### src/rtl/round_sequencer.sv
// Blackjack round controller. It deals four cards, then runs the player turn and the
// dealer turn. The outcome is registered when the round enters DONE.
module round_sequencer #(
   parameter int DEALER_STAND = 17,
   parameter bit HIT_SOFT     = 1'b0
) (
   input  logic       CLK,
   input  logic       RST,
   input  logic       START_I,
   input  logic       HIT_I,
   input  logic       STAY_I,
   output logic       CARD_REQ_O,
   input  logic       CARD_VLD_I,
   input  logic [3:0] CARD_I,
   output logic [4:0] PLAYER_TOTAL_O,
   output logic [4:0] DEALER_TOTAL_O,
   output logic [2:0] PHASE_O,
   output logic       WIN_O,
   output logic       TIE_O,
   output logic       LOSE_O
);

   typedef enum logic [2:0] {
      IDLE   = 3'd0,
      DEAL   = 3'd1,
      PLAYER = 3'd2,
      P_DRAW = 3'd3,
      DEALER = 3'd4,
      D_DRAW = 3'd5,
      DONE   = 3'd6
   } state_e;

   localparam logic [4:0] STAND = 5'(DEALER_STAND);

   function automatic logic [4:0] card_value(input logic [3:0] c);
      return (c >= 4'd10) ? 5'd10 : {1'b0, c};
   endfunction

   // Hard sums saturate at 31 so a long bust run can never wrap back under 21.
   function automatic logic [4:0] add_sat(input logic [4:0] h, input logic [4:0] v);
      logic [5:0] s;
      s = {1'b0, h} + {1'b0, v};
      return (s > 6'd31) ? 5'd31 : s[4:0];
   endfunction

   function automatic logic [4:0] best_total(input logic [4:0] h, input logic ace);
      return (ace && h <= 5'd11) ? h + 5'd10 : h;
   endfunction

   state_e     state_q, state_d;
   logic [4:0] p_hard_q, p_hard_d, d_hard_q, d_hard_d;
   logic       p_ace_q, p_ace_d, d_ace_q, d_ace_d;
   logic [4:0] p_total_q, p_total_d, d_total_q, d_total_d;
   logic [1:0] deal_cnt_q, deal_cnt_d;
   logic       card_req_q, card_req_d;
   logic       win_q, win_d, tie_q, tie_d, lose_q, lose_d;

   logic       accept;
   logic       is_ace;
   logic [4:0] card_val;
   logic       d_soft;

   assign accept   = card_req_q && CARD_VLD_I && (CARD_I != 4'd0);
   assign is_ace   = (CARD_I == 4'd1);
   assign card_val = card_value(CARD_I);
   assign d_soft   = d_ace_q && (d_hard_q <= 5'd11);

   always_comb begin
      // NOTE: every _d gets its hold value first, so no path through the case infers a latch.
      state_d    = state_q;
      p_hard_d   = p_hard_q;
      d_hard_d   = d_hard_q;
      p_ace_d    = p_ace_q;
      d_ace_d    = d_ace_q;
      deal_cnt_d = deal_cnt_q;
      card_req_d = card_req_q;
      win_d      = win_q;
      tie_d      = tie_q;
      lose_d     = lose_q;

      case (state_q)
         IDLE, DONE: begin
            if (START_I) begin
               state_d    = DEAL;
               p_hard_d   = 5'd0;
               d_hard_d   = 5'd0;
               p_ace_d    = 1'b0;
               d_ace_d    = 1'b0;
               deal_cnt_d = 2'd0;
               card_req_d = 1'b1;
               win_d      = 1'b0;
               tie_d      = 1'b0;
               lose_d     = 1'b0;
            end
         end
         DEAL: begin
            if (accept) begin
               deal_cnt_d = deal_cnt_q + 2'd1;
               if (!deal_cnt_q[0]) begin
                  p_hard_d = add_sat(p_hard_q, card_val);
                  p_ace_d  = p_ace_q | is_ace;
               end else begin
                  d_hard_d = add_sat(d_hard_q, card_val);
                  d_ace_d  = d_ace_q | is_ace;
               end
               // The fourth card goes to the dealer, so the player total is already final here.
               if (deal_cnt_q == 2'd3) begin
                  card_req_d = 1'b0;
                  state_d    = (p_total_q == 5'd21) ? DEALER : PLAYER;
               end
            end
         end
         PLAYER: begin
            if (STAY_I) begin
               state_d = DEALER;
            end else if (HIT_I) begin
               state_d    = P_DRAW;
               card_req_d = 1'b1;
            end
         end
         P_DRAW: begin
            if (accept) begin
               p_hard_d   = add_sat(p_hard_q, card_val);
               p_ace_d    = p_ace_q | is_ace;
               card_req_d = 1'b0;
               if (p_hard_d > 5'd21) begin
                  state_d = DONE;
                  lose_d  = 1'b1;
               end else if (best_total(p_hard_d, p_ace_d) == 5'd21) begin
                  state_d = DEALER;
               end else begin
                  state_d = PLAYER;
               end
            end
         end
         DEALER: begin
            if (d_total_q < STAND || (d_total_q == STAND && d_soft && HIT_SOFT)) begin
               state_d    = D_DRAW;
               card_req_d = 1'b1;
            end else begin
               state_d = DONE;
               if (d_hard_q > 5'd21 || p_total_q > d_total_q) win_d = 1'b1;
               else if (p_total_q == d_total_q)               tie_d = 1'b1;
               else                                           lose_d = 1'b1;
            end
         end
         D_DRAW: begin
            if (accept) begin
               d_hard_d   = add_sat(d_hard_q, card_val);
               d_ace_d    = d_ace_q | is_ace;
               card_req_d = 1'b0;
               state_d    = DEALER;
            end
         end
         default: state_d = IDLE;
      endcase

      p_total_d = best_total(p_hard_d, p_ace_d);
      d_total_d = best_total(d_hard_d, d_ace_d);
   end

   // NOTE: state updates use non-blocking assignments so all flops sample the same pre-edge values.
   always_ff @(posedge CLK) begin
      if (RST) begin
         state_q    <= IDLE;
         p_hard_q   <= 5'd0;
         d_hard_q   <= 5'd0;
         p_ace_q    <= 1'b0;
         d_ace_q    <= 1'b0;
         p_total_q  <= 5'd0;
         d_total_q  <= 5'd0;
         deal_cnt_q <= 2'd0;
         card_req_q <= 1'b0;
         win_q      <= 1'b0;
         tie_q      <= 1'b0;
         lose_q     <= 1'b0;
      end else begin
         state_q    <= state_d;
         p_hard_q   <= p_hard_d;
         d_hard_q   <= d_hard_d;
         p_ace_q    <= p_ace_d;
         d_ace_q    <= d_ace_d;
         p_total_q  <= p_total_d;
         d_total_q  <= d_total_d;
         deal_cnt_q <= deal_cnt_d;
         card_req_q <= card_req_d;
         win_q      <= win_d;
         tie_q      <= tie_d;
         lose_q     <= lose_d;
      end
   end

   assign CARD_REQ_O     = card_req_q;
   assign PLAYER_TOTAL_O = p_total_q;
   assign DEALER_TOTAL_O = d_total_q;
   assign PHASE_O        = state_q;
   assign WIN_O          = win_q;
   assign TIE_O          = tie_q;
   assign LOSE_O         = lose_q;

endmodule

### config.mk
export PLATFORM = sky130hd
export DESIGN_NAME = round_sequencer
export DESIGN_NICKNAME = d
export VERILOG_FILES = /design/src/rtl/round_sequencer.sv
export SDC_FILE = /design/constraint.sdc
export NUM_CORES = 1
export LEC_CHECK = 0
export CORE_UTILIZATION = 50
export DETAILED_ROUTE_END_ITERATION = 12
export PLACE_DENSITY = 0.71
export SLEW_MARGIN = 10
export SYNTH_ARGS = -nofsm -noshare
export SYNTH_HDL_FRONTEND = slang
export SYNTH_SLANG_ARGS = --single-unit
### constraint.sdc
create_clock -name CLK -period 5.15 [get_ports CLK]
set_input_delay 1.03 -clock CLK [delete_from_list [all_inputs] [get_ports CLK]]
set_output_delay 1.03 -clock CLK [all_outputs]
set_load 0.05 [all_outputs]
# Word level (Yosys, flattened, before mapping)
# Cells that the tools add are included.
dict set report totals {
  reg_bits 31
  in_bits 10
  out_inout_bits 17
  wordCells 140
}
dict set report op_classes {
  addsub 6
  n_lt_le_gt_ge 10
  n_eq_ne 27
  muxes 63
  bitwise_logic 2
  reduce_logical 20
}
# operator count
set ops {}
lappend ops {{$mux 5} 13}
lappend ops {{$mux 3} 10}
lappend ops {{$pmux 5 s3} 2}
lappend ops {{$ne 2x2->1 const B} 14}
lappend ops {{$mux 1} 26}
lappend ops {{$pmux 3 s6} 1}
lappend ops {{$add 5x4->5 const B} 3}
lappend ops {{$le 5x4->1 const B} 3}
lappend ops {{$add 5x4->6} 2}
lappend ops {{$gt 6x5->1 const B} 2}
lappend ops {{$eq 5x5->1 const B} 2}
lappend ops {{$gt 5x5->1 const B} 2}
lappend ops {{$eq 3x3->1 const B} 3}
lappend ops {{$pmux 1 s3} 3}
lappend ops {{$reduce_and 8->1} 1}
lappend ops {{$reduce_and 7->1} 1}
lappend ops {{$eq 3x2->1 const B} 2}
lappend ops {{$mux 2} 3}
lappend ops {{$reduce_and 6->1} 1}
lappend ops {{$eq 5x5->1} 1}
lappend ops {{$gt 5x5->1} 1}
lappend ops {{$logic_and 1x1->1} 5}
lappend ops {{$lt 5x5->1 const B} 1}
lappend ops {{$pmux 1 s5} 1}
lappend ops {{other kinds (21)} 25}

# Depth between registers and ports, before layout
# Gate-level depths: netlist (run 1).
dict set report depth {
  word_depth 13
  ltp_mapped 15
  ltp_nobuf 15
}

# Worst setup path after synthesis (run 1)
# Ideal clock, no wire load.
dict set report synth_path {
  path_kind {input to register}
  start {input CARD_I[2]}
  end {register p_total_q[2], in the netlist PLAYER_TOTAL_O[2]}
  setup_time_ps 123
  t_arrival_ps 3744
  required_ps 5027
  path_slack_ps 1283
  stages 14
  n_path_buf 0
  cell_sequence {a21o_1 -> ha_1 -> a21o_1 -> maj3_1 -> a21oi_1 -> nor2_1 -> and2b_1 -> inv_1 -> a21oi_2 -> ha_1 -> inv_1 -> o31ai_2 -> a21o_1 -> mux2_1}
}
dict set report synth_between {
  elab_chain_cells 11
  elab_cells_between_ends 21
  classes_between {2 x add/sub; 3 x order compare; 1 x eq/ne; 11 x mux; 1 x bitwise; 3 x reduce/logical}
}
# element line_no
set synth_lines {}
lappend synth_lines {{start: declaration} 14} ;# input logic [3:0] CARD_I,
lappend synth_lines {{$ge 4x4->1} 36} ;# return (c >= 4'd10) ? 5'd10 : {1'b0, c};
lappend synth_lines {{$mux 4} 36}
lappend synth_lines {{$add 5x4->6} 42} ;# s = {1'b0, h} + {1'b0, v};
lappend synth_lines {{$gt 6x5->1} 43} ;# return (s > 6'd31) ? 5'd31 : s[4:0];
lappend synth_lines {{$mux 5} 43}
lappend synth_lines {{$mux 5} 99} ;# if (!deal_cnt_q[0]) begin
lappend synth_lines {{$mux 5} 97} ;# if (accept) begin
lappend synth_lines {{$pmux 5 s3} 81} ;# case (state_q)
lappend synth_lines {{$le 5x4->1} 47} ;# return (ace && h <= 5'd11) ? h + 5'd10 : h;
lappend synth_lines {{$logic_and 1x1->1} 47}
lappend synth_lines {{$mux 5 (*)} 47}
lappend synth_lines {{end signal: assignment} 183} ;# p_total_q <= p_total_d;
lappend synth_lines {{end: declaration} 53} ;# logic [4:0] p_total_q, p_total_d, d_total_q, d_total_d;
# Mark *: on every way between the ends. The rest lies on a longest branch, timed or not.
# A chain may end at the register's enable or synchronous reset.

# Final worst setup path (run 1)
dict set report layout_path {
  start {input CARD_I[3]}
  end {register p_total_q[2], in the netlist PLAYER_TOTAL_O[2]}
}
dict set report layout_between {
  elab_chain_cells 11
  elab_cells_between_ends 21
  classes_between {2 x add/sub; 3 x order compare; 1 x eq/ne; 11 x mux; 1 x bitwise; 3 x reduce/logical}
}
# element line_no
set layout_lines {}
lappend layout_lines {{$ge 4x4->1} 36}
lappend layout_lines {{$mux 4} 36}
lappend layout_lines {{$add 5x4->6} 42}
lappend layout_lines {{$gt 6x5->1} 43}
lappend layout_lines {{$mux 5} 43}
lappend layout_lines {{$mux 5} 99}
lappend layout_lines {{$mux 5} 97}
lappend layout_lines {{$pmux 5 s3 (*)} 81}
lappend layout_lines {{via p_hard_d[1]} 51} ;# logic [4:0] p_hard_q, p_hard_d, d_hard_q, d_hard_d;
lappend layout_lines {{$le 5x4->1} 47}
lappend layout_lines {{$logic_and 1x1->1} 47}
lappend layout_lines {{$mux 5 (*)} 47}
# The timed path passes the listed nets; every way through them passes the cells marked *.

==> results.py, run 1 <==
metrics = {
    "power_and_ir_drop": {
        "p_seq_share_pct": 34.6,
        "leakagePower_nw": 1.05,
        "p_switching_uw": 317,
        "p_int_uw": 512,
        "p_comb_share_pct": 36.3,
        "clkPwrFrac_pct": 29.1,
        "power_uw": 830,
        "switching_share_pct": 38.2,
        "irDropWorstVdd_mv": 0.167,
        "power_density_mw_per_mm2": 307,
    },
    "logic_synthesis": {
        "synthArstFlopShare_pct": 0,
        "synth_ff_type": "dfxtp_1",
        "synth_nets": 339,
        "syn_area_per_cell_sq_um": 7.61,
        "ys_ff_latch": 29,
        "synth_edf_count": 0,
        "ys_warn_count": 0,
        "synth_cells": 308,
        "synthDistinctLibCells": 63,
        "ys_seq_area_share_pct": 24.8,
        "synth.cell_area_sq_mm": 0.00234,
    },
    "drt": {
        "firstDrtPassIters": 8,
        "post_drt_wl_per_cell_microns": 14.9,
        "via_count": 2237,
        "antenna_left": 0,
        "via_per_inst": 5.92,
        "drc": 4,
        "drtIter0Drc": 161,
        "drt_wl_total_microns": 5620,
    },
    "grt": {
        "grt_pass1_vias": 2166,
        "antenna_found_initial": 0,
        "grt_use_total_pct": 24.3,
        "grt_max_degree": 28,
        "grt_overflow": 0,
        "grt_pass1_wl_microns": 9760,
    },
    "finish": {
        "layout_common_cells": "nor2_1 (36), dfxtp_1 (29), inv_1 (26), clkdlybuf4s50_1 (26), a21oi_1 (25)",
        "finalNetCount": 356,
        "diodes": 0,
        "drive_above_1_share_pct": 6.44,
        "layout_commonest_cell": "nor2_1",
        "synthToLayoutAreaGrowth_pct": 15.4,
    },
    "setup_path": {
        "reg2reg_slack_ns": 1.79,
        "crit_fanout": 8,
        "crit_required_ns": 5.32,
        "crit_path_end_kind": "register",
        "crit_type": "input pin to register",
        "startpoint_type": "input pin",
        "worstPathArrival_ns": 4.73,
    },
    "clock_network": {
        "hold_buffers": 0,
        "numCtsBuffers": 5,
        "clkTransAtPathRegs_ns": 0.06,
        "cts_tree": "built",
        "cts_resized": 0,
        "max-clock-path-buffers": 2,
        "cts_setup_buffers": 0,
        "clk_latency_ns": 0.28,
        "clockRootBuffer": "clkbuf_8",
        "clock_sinks": 29,
        "htreeDepth": 2,
    },
    "die": {
        "die_h_microns": 70.5,
        "coreArea_sq_mm": 0.00444,
        "start_util_pct": 52.7,
        "io_pins": 27,
        "die_w_microns": 70.5,
        "row_count": 24,
        "die-area_sq_mm": 0.00496,
    },
    "placed_design": {
        "dpl.hpwl_microns": 4300,
        "io_buffers": 26,
        "gp_congestion": 0.883,
    },
    "timing": {
        "min_period_ns": 4.56,
        "hold_violations": 0,
        "max_freq_mhz": 219,
        "tightest_slew_ns": 1.00,
        "tns_ns": 0,
        "relSlewSlack_pct": 33.0,
        "rsz0062_at_grt": "no",
        "fin_skew_ns": 0.00509,
        "setup_viol": 0,
        "finalCritPeriodShare_pct": 88.5,
        "slew_viol_final": 0,
    },
    "job": {
        "max_cap_violations": 0,
    },
    "run_status": {
        "failed_checks": "design-rule violations",
        "outcome": "finished with violations",
    },
    "hold_path": {
        "hold_class": "register to register",
    },
}
worst max-delay path, cell delays in order:
cell and delay [ns]:
clkdlybuf4s50_1 0.55, a21o_1 0.25, ha_1 0.28, a21o_1 0.21
maj3_1 0.22, a21oi_1 0.08, o21ai_0 0.36, inv_1 0.19
o21ai_1 0.44, ha_1 0.23, inv_1 0.05, o31ai_2 0.33
a21o_1 0.19, mux2_1 0.31
kinds of logic (layout without fill, tap and decap cells):
group,Yosys count,count (layout),synth area share (%)
AND/OR/NAND/NOR,117,117,25.9
adder cells (fa/ha/maj),22,22,12.3
XOR/XNOR,6,6,2.24
multiplexers,4,4,2.03
AO/OA/AOI/OAI,88,88,25.1
flip-flops,29,29,24.8
buffers and inverters,42,60,7.63
cell type report:
class                      count  area [sq um]
fill                         420          1740
clock inverter                 1          30.0
timing repair buffer          26           260
tap                           52          65.1
inverter                      26          97.6
sequential                    29           581
clock buffer                   7          86.3
multi-input combinational    237          1580
worst paths after layout:
check / from / to / cells after the start
max: CARD_I[3] / PLAYER_TOTAL_O[2] / 14
min: WIN_O / WIN_O / 2
max reg2reg: p_hard_q[0] / PLAYER_TOTAL_O[2] / 12
min reg2reg: WIN_O / WIN_O / 2
flip-flops by register name (all words and copies together), names as in the netlist, 2 cells and up:
signal and cells:
d_hard_q 5, p_hard_q 5, DEALER_TOTAL_O 4, PLAYER_TOTAL_O 4, PHASE_O 3, deal_cnt_q 2
power by group through the flow:
stage	logic, mW	clock network [mW]	registers [mW]
finish	0.302	0.241	0.287
CTS	0.300	0.243	0.287
global route	0.333	0.256	0.292
floorplan	0.203	0	0.313
detailed placement	0.298	0	0.291
global placement	0.295	0	0.292
routing by layer:
layer	vias to the layer above	track usage [%]	share of wire (%)
li1	1133	-	-
met1	1045	31.4	49
met2	51	41.7	46
met3	8	4.18	3.6
met4	0	6.35	1.1
met5	-	0	0
synthesized netlist by cell type (4+ instances only):
| cell | number | share of area, % |
|---|---|---|
| clkbuf_1 | 10 | 1.6 |
| a21o_1 | 7 | 2.2 |
| nand2_1 | 20 | 3.2 |
| a211oi_1 | 4 | 1.3 |
| nand3_1 | 11 | 2.3 |
| a31oi_1 | 5 | 1.3 |
| nand2b_1 | 4 | 1.1 |
| a21oi_1 | 25 | 5.3 |
| o31ai_1 | 4 | 1.3 |
| xnor2_1 | 6 | 2.2 |
| nor2_1 | 36 | 5.8 |
| nor4_1 | 6 | 1.6 |
| nor3_1 | 10 | 2.1 |
| ha_1 | 19 | 10 |
| inv_1 | 26 | 4.2 |
| and3_1 | 4 | 1.1 |
| o22ai_1 | 4 | 1.1 |
| nor2b_1 | 4 | 1.1 |
| o21ai_0 | 13 | 2.8 |
| dfxtp_1 | 29 | 25 |
metrics by stage:
step | setup WS [ns] | util [%] | instances | hold slack (ns) | cell area [sq um]
floorplan | 1.28 | - | 308 | 0.465 | 2340
global placement | 0.483 | 58.2 | 370 | 0.437 | 2590
detailed placement | 0.357 | 58.2 | 370 | 0.442 | 2590
CTS | 0.647 | 60.8 | 378 | 0.449 | 2700
global route | 0.366 | 60.8 | 378 | 0.483 | 2700
finish | 0.591 | 60.8 | 378 | 0.446 | 2700
(Power assumes the default switching activity.)
==> inputs of run 2 (changes only) <==
--- a/config.mk
+++ b/config.mk
@@ -7,7 +7,7 @@
 export LEC_CHECK = 0
 export CORE_UTILIZATION = 50
 export DETAILED_ROUTE_END_ITERATION = 12
-export PLACE_DENSITY = 0.71
+export PLACE_DENSITY = 0.74
 export SLEW_MARGIN = 10
 export SYNTH_ARGS = -nofsm -noshare
 export SYNTH_HDL_FRONTEND = slang
==> constraint.sdc (replaced) <==
create_clock -name CLK -period 3.8 [get_ports CLK]
set_input_delay 0.76 -clock CLK [delete_from_list [all_inputs] [get_ports CLK]]
set_output_delay 0.76 -clock CLK [all_outputs]
set_load 0.05 [all_outputs]
==> run 2 against run 1 <==
Net effect:
- the run still ends with design-rule violations left
- clock power grew 7%
- die area stayed put
- critical endpoint is now DEALER_TOTAL_O[1]
- design area rose by 11%
- register-to-register slack worse by 1.0 ns
- critical path depth increased by 1
- via count increased by 5.7%
==> results.py, run 2 (synthesis gave the netlist of run 1 again) <==
metrics = {
    "clock_network": {
        "clockRootBuffer": "clkbuf_8",
        "max-clock-path-buffers": 2,
        "htreeDepth": 2,
        "numCtsBuffers": 5,
        "clk_latency_ns": 0.28,
        "clkTransAtPathRegs_ns": 0.07,
        "cts_tree": "built",
        "clock_sinks": 29,
    },
    "power_and_ir_drop": {
        "irDropWorstVdd_mv": 0.218,
        "leakagePower_nw": 1.25,
        "p_int_uw": 656,
        "power_density_mw_per_mm2": 367,
        "power_mw": 1.10,
        "p_switching_uw": 443,
        "p_comb_share_pct": 41.1,
        "p_seq_share_pct": 35.3,
        "switching_share_pct": 40.3,
        "clkPwrFrac_pct": 23.6,
    },
    "run_status": {
        "outcome": "finished with violations",
        "failed_checks": "design-rule violations",
    },
    "finish": {
        "synthToLayoutAreaGrowth_pct": 27.8,
        "final-instance-count-excl-fill": 411,
        "top_regs": "d_hard_q x5, p_hard_q x5",
        "drive_above_1_share_pct": 16.7,
        "diodes": 0,
        "finalNetCount": 390,
        "layout_common_cells": "nor2_1 (36), buf_4 (33), dfxtp_1 (29), inv_1 (26), a21oi_1 (24)",
        "layout_commonest_cell": "nor2_1",
    },
    "placed_design": {
        "io_buffers": 26,
        "dp_slack_ns": -0.299,
        "dpl.hpwl_microns": 4660,
        "dp_cells": 402,
        "gp_congestion": 0.888,
    },
    "die": {
        "die_h_microns": 70.5,
        "start_util_pct": 52.7,
        "die-area_sq_mm": 0.00496,
        "io_pins": 27,
        "coreArea_sq_mm": 0.00444,
        "die_w_microns": 70.5,
        "row_count": 24,
    },
    "setup_path": {
        "crit_fanout": 2,
        "crit_path_end_kind": "register",
        "crit_required_ns": 3.97,
        "crit_type": "input pin to register",
        "startpoint_type": "input pin",
        "worstPathArrival_ns": 3.74,
    },
    "grt": {
        "grtUsageMet2_pct": 43.9,
        "use_met3_pct": 5.48,
        "grt_overflow": 0,
        "use_met1_pct": 34.8,
        "grt_max_degree": 20,
        "antenna_found_initial": 0,
        "grt_pass1_vias": 2283,
        "grt_pass1_wl_microns": 10400,
        "grt_use_total_pct": 26.4,
        "busiest_layer": "met2",
    },
    "timing": {
        "finalCritPeriodShare_pct": 94.1,
        "tns_ns": 0,
        "fin_hold_ws_ns": 0.459,
        "hold_violations": 0,
        "rsz0062_at_grt": "no",
        "slew_viol_final": 0,
        "relSlewSlack_pct": 56.2,
        "tightest_slew_ns": 0.652,
        "setup_viol": 0,
        "fin_skew_ns": 0.00978,
        "fin_ws_ns": 0.226,
        "min_period_ns": 3.57,
        "max_freq_mhz": 280,
    },
    "drt": {
        "via_per_inst": 5.75,
        "via_count": 2365,
        "drc": 7,
        "firstDrtPassIters": 8,
        "antenna_left": 0,
        "drtIter0Drc": 223,
        "post_drt_wl_per_cell_microns": 14.8,
        "drt_wl_total_microns": 6080,
    },
    "hold_path": {
        "hold_class": "register to register",
    },
    "job": {
        "max_cap_violations": 0,
    },
}
## run 2: changes by cell type in the layout (fill, tap and decap cells not counted), sizes merged
cell	previous run	this run
dlymetal6s2s	0	3
clkdlybuf4s50	26	23
buf	0	34
bufinv	1	0
## run 2: power by group through the flow
| stage | Combinational [mW] | Clock (mW) | Sequential [mW] |
|---|---|---|---|
| after floorplan | 0.275 | 0 | 0.424 |
| after global routing | 0.490 | 0.278 | 0.396 |
| final | 0.451 | 0.259 | 0.388 |
| after CTS | 0.446 | 0.262 | 0.387 |
| after global placement | 0.432 | 0 | 0.393 |
| after detailed placement | 0.440 | 0 | 0.394 |
## run 2: worst paths after layout
path	startpoint	to	slack [ns]	depth (start not counted)
setup / recovery	CARD_I[0]	DEALER_TOTAL_O[1]	0.23	15
hold / removal	WIN_O	WIN_O	0.46	2
setup reg to reg	PHASE_O[0]	PLAYER_TOTAL_O[1]	0.76	7
hold reg to reg	WIN_O	WIN_O	0.46	2
## run 2: metal layers
metal / routed length, microns / part of all wire (%) / up-vias
met1: 2850 / 47 / 1097
met3: 224 / 3.7 / 8
met2: 2920 / 48 / 51
li1: - / - / 1209
met5: 0 / 0 / -
met4: 76 / 1.3 / 0
## run 2: layout make-up
class                      instances  area [sq um]
clock buffer                       7          86.3
fill                             392          1450
sequential                        29           581
inverter                          26          97.6
timing repair buffer              60           536
multi-input combinational        237          1630
tap                               52          65.1
## run 2: critical path, stage by stage
cell and delay, ns:
clkdlybuf4s50_1 0.47, and2_1 0.16, buf_4 0.11, ha_1 0.15, inv_1 0.06, fa_2 0.38
xnor2_2 0.20, nand3_1 0.09, nor2_1 0.10, or3_4 0.13, ha_1 0.13, inv_1 0.04
o41a_1 0.44, o21ai_2 0.19, mux2_4 0.31
## run 2: timing repair
action / CTS / global route
pin swaps: 3 / 5
hold buffers: 0 / 0
setup buffers: 0 / 2
endpoints found under the setup margin: 3 / 11
resized for setup: 4 / 9
## run 2: through the flow
step / instance area [sq um] / util (%)
6_report: 3000 / 67.4
4_1_cts: 2960 / 66.5
3_3_place_gp: 2840 / 63.9
2_1_floorplan: 2340 / -
5_1_grt: 3000 / 67.4
3_5_place_dp: 2840 / 63.9
